--- config.mk ---
export PLATFORM = sky130hd
export DESIGN_NAME = if_stage_flat
export DESIGN_NICKNAME = d
export VERILOG_FILES = /design/src/rtl/if_stage_if.sv /design/src/rtl/if_stage.sv /design/src/flat_wrapper.sv
export SDC_FILE = /design/constraint.sdc
export NUM_CORES = 1
export LEC_CHECK = 0
export BUFFER_PORTS_ARGS = -buffer_cell sky130_fd_sc_hd__buf_2
export CAP_MARGIN = 10
export CORE_MARGIN = 1.5
export CORE_UTILIZATION = 40
export DETAILED_ROUTE_END_ITERATION = 7
export GPL_ROUTABILITY_DRIVEN = 0
export SKIP_CTS_REPAIR_TIMING = 1
export SKIP_LAST_GASP = 1
export SYNTH_ARGS = -nofsm -noshare
export SYNTH_HDL_FRONTEND = slang
export SYNTH_SLANG_ARGS = --single-unit
--- constraint.sdc ---
create_clock -name clk -period 1.96 [get_ports clk]
set_input_delay 0.098 -clock clk [delete_from_list [all_inputs] [get_ports clk]]
set_output_delay 0.098 -clock clk [all_outputs]
set_load 0.1 [all_outputs]
--- src/rtl/if_stage_if.sv ---
// Instruction-memory request/acknowledge bus used by the fetch stage.
//   imem_req   : fetch request (fetch stage -> memory)
//   imem_addr  : word-aligned fetch address (fetch stage -> memory)
//   imem_ack   : request completes this cycle (memory -> fetch stage)
//   imem_rdata : instruction word, valid while imem_ack = 1 (memory -> fetch stage)
interface if_stage_if;
  logic        imem_req;
  logic [31:0] imem_addr;
  logic        imem_ack;
  logic [31:0] imem_rdata;

  modport master (
    output imem_req,
    output imem_addr,
    input  imem_ack,
    input  imem_rdata
  );

  modport slave (
    input  imem_req,
    input  imem_addr,
    output imem_ack,
    output imem_rdata
  );
endinterface

--- src/rtl/if_stage.sv ---
// Instruction-fetch stage. Owns the fetch address, keeps at most one
// request outstanding on the instruction-memory bus, buffers one fetched
// instruction and presents it to IF/ID as {ia_plus_4, ir}. Follows
// hazard-unit stalls and EX redirects; bubbles are all-zero.
//   clk, rst_n    : clock, asynchronous active-low reset
//   imem          : instruction-memory bus (master side)
//   valid         : from EX, 0 = redirect/flush this cycle
//   target_ia     : from EX, redirect address (low two bits ignored)
//   stall         : from hazard unit, 1 = IF/ID does not latch this cycle
//   id_params_out : {ia_plus_4[31:0], ir[31:0]} to IF/ID
module if_stage #(
  parameter logic [31:0] RESET_VECTOR = 32'h0000_0000
) (
  input  logic              clk,
  input  logic              rst_n,
  if_stage_if.master        imem,
  input  logic              valid,
  input  logic [31:0]       target_ia,
  input  logic              stall,
  output logic [63:0]       id_params_out
);

  typedef enum logic [1:0] {
    FETCH = 2'd0,
    READY = 2'd1,
    DRAIN = 2'd2
  } state_e;

  state_e      state_q, state_d;
  logic [31:0] pc_q, pc_d;
  logic [31:0] buf_ia_q, buf_ia_d;
  logic [31:0] buf_ir_q, buf_ir_d;
  logic [31:0] out_addr_q, out_addr_d;

  logic        req_s;
  logic [31:0] addr_s;
  logic [63:0] params_s;
  logic        xfer_s;

  // The redirect address is word-aligned, so its two low bits are dropped.
  logic        unused_target_lsb;
  assign unused_target_lsb = &{1'b0, target_ia[1:0]};

  // Bus request, address and IF/ID output for the current state.
  always_comb begin
    req_s    = 1'b0;
    addr_s   = pc_q;
    params_s = 64'd0;
    case (state_q)
      FETCH: begin
        req_s  = 1'b1;
        addr_s = pc_q;
      end
      READY: begin
        // Only state where the request follows stall combinationally.
        req_s    = ~stall;
        addr_s   = pc_q;
        params_s = {buf_ia_q + 32'd4, buf_ir_q};
      end
      DRAIN: begin
        req_s  = 1'b1;
        addr_s = out_addr_q;
      end
      default: begin
        req_s    = 1'b0;
        addr_s   = pc_q;
        params_s = 64'd0;
      end
    endcase
  end

  // The request is forced low while reset is held so the bus is quiet
  // immediately, without waiting for a clock edge.
  assign imem.imem_req  = rst_n & req_s;
  assign imem.imem_addr = addr_s;
  assign id_params_out  = params_s;
  assign xfer_s         = req_s & imem.imem_ack;

  // Next-state, fetch address and instruction buffer update.
  always_comb begin
    state_d    = state_q;
    pc_d       = pc_q;
    buf_ia_d   = buf_ia_q;
    buf_ir_d   = buf_ir_q;
    out_addr_d = out_addr_q;
    if (!valid) begin
      // Redirect wins over stall and over any data returned this cycle.
      pc_d     = {target_ia[31:2], 2'b00};
      buf_ia_d = 32'd0;
      buf_ir_d = 32'd0;
      if (state_q == DRAIN) begin
        state_d = DRAIN;
      end else if (req_s && !imem.imem_ack) begin
        // A request is in flight: finish it at the same address, then drop it.
        out_addr_d = addr_s;
        state_d    = DRAIN;
      end else begin
        state_d = FETCH;
      end
    end else begin
      case (state_q)
        FETCH: begin
          if (xfer_s) begin
            buf_ir_d = imem.imem_rdata;
            buf_ia_d = pc_q;
            pc_d     = pc_q + 32'd4;
            state_d  = READY;
          end else begin
            state_d = FETCH;
          end
        end
        READY: begin
          if (stall) begin
            state_d = READY;
          end else if (xfer_s) begin
            buf_ir_d = imem.imem_rdata;
            buf_ia_d = pc_q;
            pc_d     = pc_q + 32'd4;
            state_d  = READY;
          end else begin
            // Request stays up at pc; FETCH keeps it stable until ack.
            state_d = FETCH;
          end
        end
        DRAIN: begin
          if (xfer_s) begin
            state_d = FETCH;
          end else begin
            state_d = DRAIN;
          end
        end
        default: begin
          state_d = FETCH;
        end
      endcase
    end
  end

  // State and datapath registers.
  always_ff @(posedge clk or negedge rst_n) begin
    if (!rst_n) begin
      state_q    <= FETCH;
      pc_q       <= RESET_VECTOR;
      buf_ia_q   <= 32'd0;
      buf_ir_q   <= 32'd0;
      out_addr_q <= 32'd0;
    end else begin
      state_q    <= state_d;
      pc_q       <= pc_d;
      buf_ia_q   <= buf_ia_d;
      buf_ir_q   <= buf_ir_d;
      out_addr_q <= out_addr_d;
    end
  end

endmodule

--- src/flat_wrapper.sv ---
// flat-port wrapper written by rule: the top's interface ports become plain ports
module if_stage_flat 
#(
  parameter logic [31:0] RESET_VECTOR = 32'h0000_0000
)
  (clk, rst_n, valid, target_ia, stall, id_params_out, imem_imem_req, imem_imem_addr, imem_imem_ack, imem_imem_rdata);
  if_stage_if imem_i ();
  input  logic clk;
  input  logic rst_n;
  input  logic valid;
  input  logic [31:0] target_ia;
  input  logic stall;
  output logic [63:0] id_params_out;
  output wire logic [$bits(imem_i.imem_req)-1:0] imem_imem_req;
  output wire logic [$bits(imem_i.imem_addr)-1:0] imem_imem_addr;
  input wire logic [$bits(imem_i.imem_ack)-1:0] imem_imem_ack;
  input wire logic [$bits(imem_i.imem_rdata)-1:0] imem_imem_rdata;
  assign imem_imem_req = imem_i.imem_req;
  assign imem_imem_addr = imem_i.imem_addr;
  assign imem_i.imem_ack = imem_imem_ack;
  assign imem_i.imem_rdata = imem_imem_rdata;
  if_stage #(.RESET_VECTOR(RESET_VECTOR)) u_core (.clk(clk), .rst_n(rst_n), .imem(imem_i), .valid(valid), .target_ia(target_ia), .stall(stall), .id_params_out(id_params_out));
endmodule
==> flow_summary.yaml <==
global_routing:
  grt_use_total_pct: 21.8
  grt_max_degree: 68
  grt_overflow: 0
  antenna_found_initial: 0
  grt_first_pass_wirelength_mm: 30.5
  grt_pass1_vias: 5892
flow_run:
  max-cap-violations: 0
sta:
  tightest_slew_ps: 551
  layout_min_cycle_time_ps: 2340
  holdWs_ps: -0.639
  hold_viol: 1
  final_max_slew_viol_count: 0
  finalCritPeriodShare_pct: 119
  finalWorstSetupSlack_ps: -376
  fmax_mhz: 428
  rsz0062_at_grt: "true"
  worst_clock_skew_ps: 9.73
  setup_viol: 53
  slew_headroom_pct: 63.3
final_layout:
  finalNetCount: 1102
  final_cells: 1262
  stdcell_area_mm2: 0.0116
  drive_gt1_share_pct: 40.1
  final_cell_mix: "nand2_1 (146), dfrtp_1 (119), buf_12 (96), a21oi_1 (89), buf_2 (67)"
  fin_util_pct: 70.0
  final_common_cell: "nand2_1"
  syn2layout_area_growth_pct: 71.1
  n_antenna_cell: 0
status:
  status: "finished, violations left"
  violations: "hold timing, setup timing"
floorplan:
  coreArea_mm2: 0.0165
  die_w_um: 133
  initial_core_util_pct: 40.9
  chipHeight_um: 133
  dieArea_mm2: 0.0177
  pin_count: 166
  num_rows: 47
detailed_routing:
  wl_per_cell_um: 16.8
  routed_wl_mm: 21.2
  drtPass1Iterations: 4
  ant_nets: 0
  drc_errors: 0
  drt_iter0_drc: 400
  via_count: 6466
  viasPerCell: 5.12
critical_path:
  critPathMaxFanout: 5
  crit_path_start_kind: "register"
  arrival_ps: 2240
  cp.required_ps: 1860
  critPathKind: "reg2out"
  worst_setup_path_end_kind: "primary output"
pwr:
  leakagePower_uw: 0.00496
  powerDensity_mw_per_mm2: 998
  vdd_drop_max_mv: 1.03
logic_synthesis:
  synthArstFlopShare_pct: 100
  synth-seq-area-share_pct: 46.6
  synth_seq_cells: 126
  syn-cell-area_mm2: 0.00676
  synth-main-ff-cell: "dfrtp_1"
  synth.avg_cell_area_um2: 9.02
  yosys_warnings: 0
  ys_types: 41
  synth_cells: 749
  synth_edf_count: 0
clocking:
  cts.htree.levels: 4
  cts_tree: "built"
  cts_buffer_depth: 2
  numClockSinks: 126
  cts.clk_slew.worst_paths_ps: 50
  cts_root_buf: "clkbuf_16"
  cts_buffers: 17
  clk_latency_ps: 430
placement:
  placedCellCount: 1140
  io_buffers: 161
  dp_hpwl_mm: 13.3
  dpl_cell_area_mm2: 0.00968
hold_path:
  holdCritPathClass: "in2reg"
## metrics by stage
step           hold slack (ps)  power [uW]  TNS, ps  worst slack, ps
2_1_floorplan             -198        6680    -3380             -477
3_3_place_gp               207        7950        0             89.5
3_5_place_dp               207        8010        0             41.7
4_1_cts                   -246       10800    -9990             -418
5_1_grt                   7.95       12000   -11520             -458
6_report                -0.639       11500    -6870             -376
## layer usage
metal | up-vias | global-route usage, % | routed length [um]
met4 | 0 | 5.56 | 285
li1 | 3098 | - | -
met1 | 3163 | 28.3 | 9000
met5 | - | 0 | 0
met2 | 178 | 37.1 | 11000
met3 | 27 | 4.56 | 998
## report_power, final
part | switching (uW) | leakage (uW) | internal, uW | total (uW)
clock | 1120 | 0.000254 | 1690 | 2810
combinational | 3170 | 0.00313 | 2140 | 5300
sequential | 335 | 0.00157 | 3090 | 3430
total | 4630 | 0.00496 | 6920 | 11500
## synthesized netlist by cell type, drive strengths merged, types with 11 or more instances
cell | count | area [um^2]
buf | 20 | 95.1
nand4 | 19 | 174
a21oi | 96 | 484
o21ai | 11 | 55.1
and2 | 41 | 257
nand2 | 154 | 578
clkbuf | 28 | 105
nand3 | 18 | 95.1
xor2 | 18 | 158
mux2 | 57 | 642
nor3 | 16 | 85.1
xnor2 | 30 | 263
dfrtp | 126 | 3150
nor2 | 63 | 236
## layout make-up
type / count / area, um^2
Sequential cell: 126 / 3160
Fill cell: 1154 / 4960
Multi-Input combinational cell: 570 / 3940
Clock buffer: 23 / 478
Tap cell: 220 / 275
Timing Repair Buffer: 309 / 3650
Inverter: 7 / 28.8
Clock inverter: 7 / 40.0
## worst paths after layout
kind	startpoint	endpoint	slack (ps)	cells after the start
max in group asynchronous	rst_n	u_core.buf_ia_q[8]	1370	3
setup / recovery	u_core.buf_ia_q[5]	id_params_out[61]	-380	6
hold / removal	stall	u_core.state_q[1]	-0.6	4
hold reg to reg	u_core.out_addr_q[5]	u_core.out_addr_q[5]	500	1
setup reg to reg	u_core.state_q[1]	u_core.pc_q[21]	-30	8
min in group asynchronous	rst_n	u_core.out_addr_q[20]	270	3
## cell families after synthesis
group | count (synthesis) | synth area share (%)
multiplexers | 58 | 9.64
flip-flops | 126 | 46.6
AO/OA/AOI/OAI | 113 | 8.68
adder cells (fa/ha/maj) | 2 | 0.370
other | 1 | 0.0555
buffers and inverters | 55 | 3.35
XOR/XNOR | 48 | 6.22
AND/OR/NAND/NOR | 346 | 25.0
## worst max-delay path, cell delays in order, from the launching register on
cell,delay [ps]
dfrtp_1,410
nand4_4,210
nor3_4,330
nand4_4,170
or3_4,360
a21oi_4,160
buf_12,190
## sequential cells by signal, summed over array words and instances, names as in the netlist
name	count
u_core.state_q	2
u_core.out_addr_q	32
u_core.buf_ia_q	30
u_core.buf_ir_q	32
u_core.pc_q	30
No activity file was read; power rests on OpenSTA's default activity.
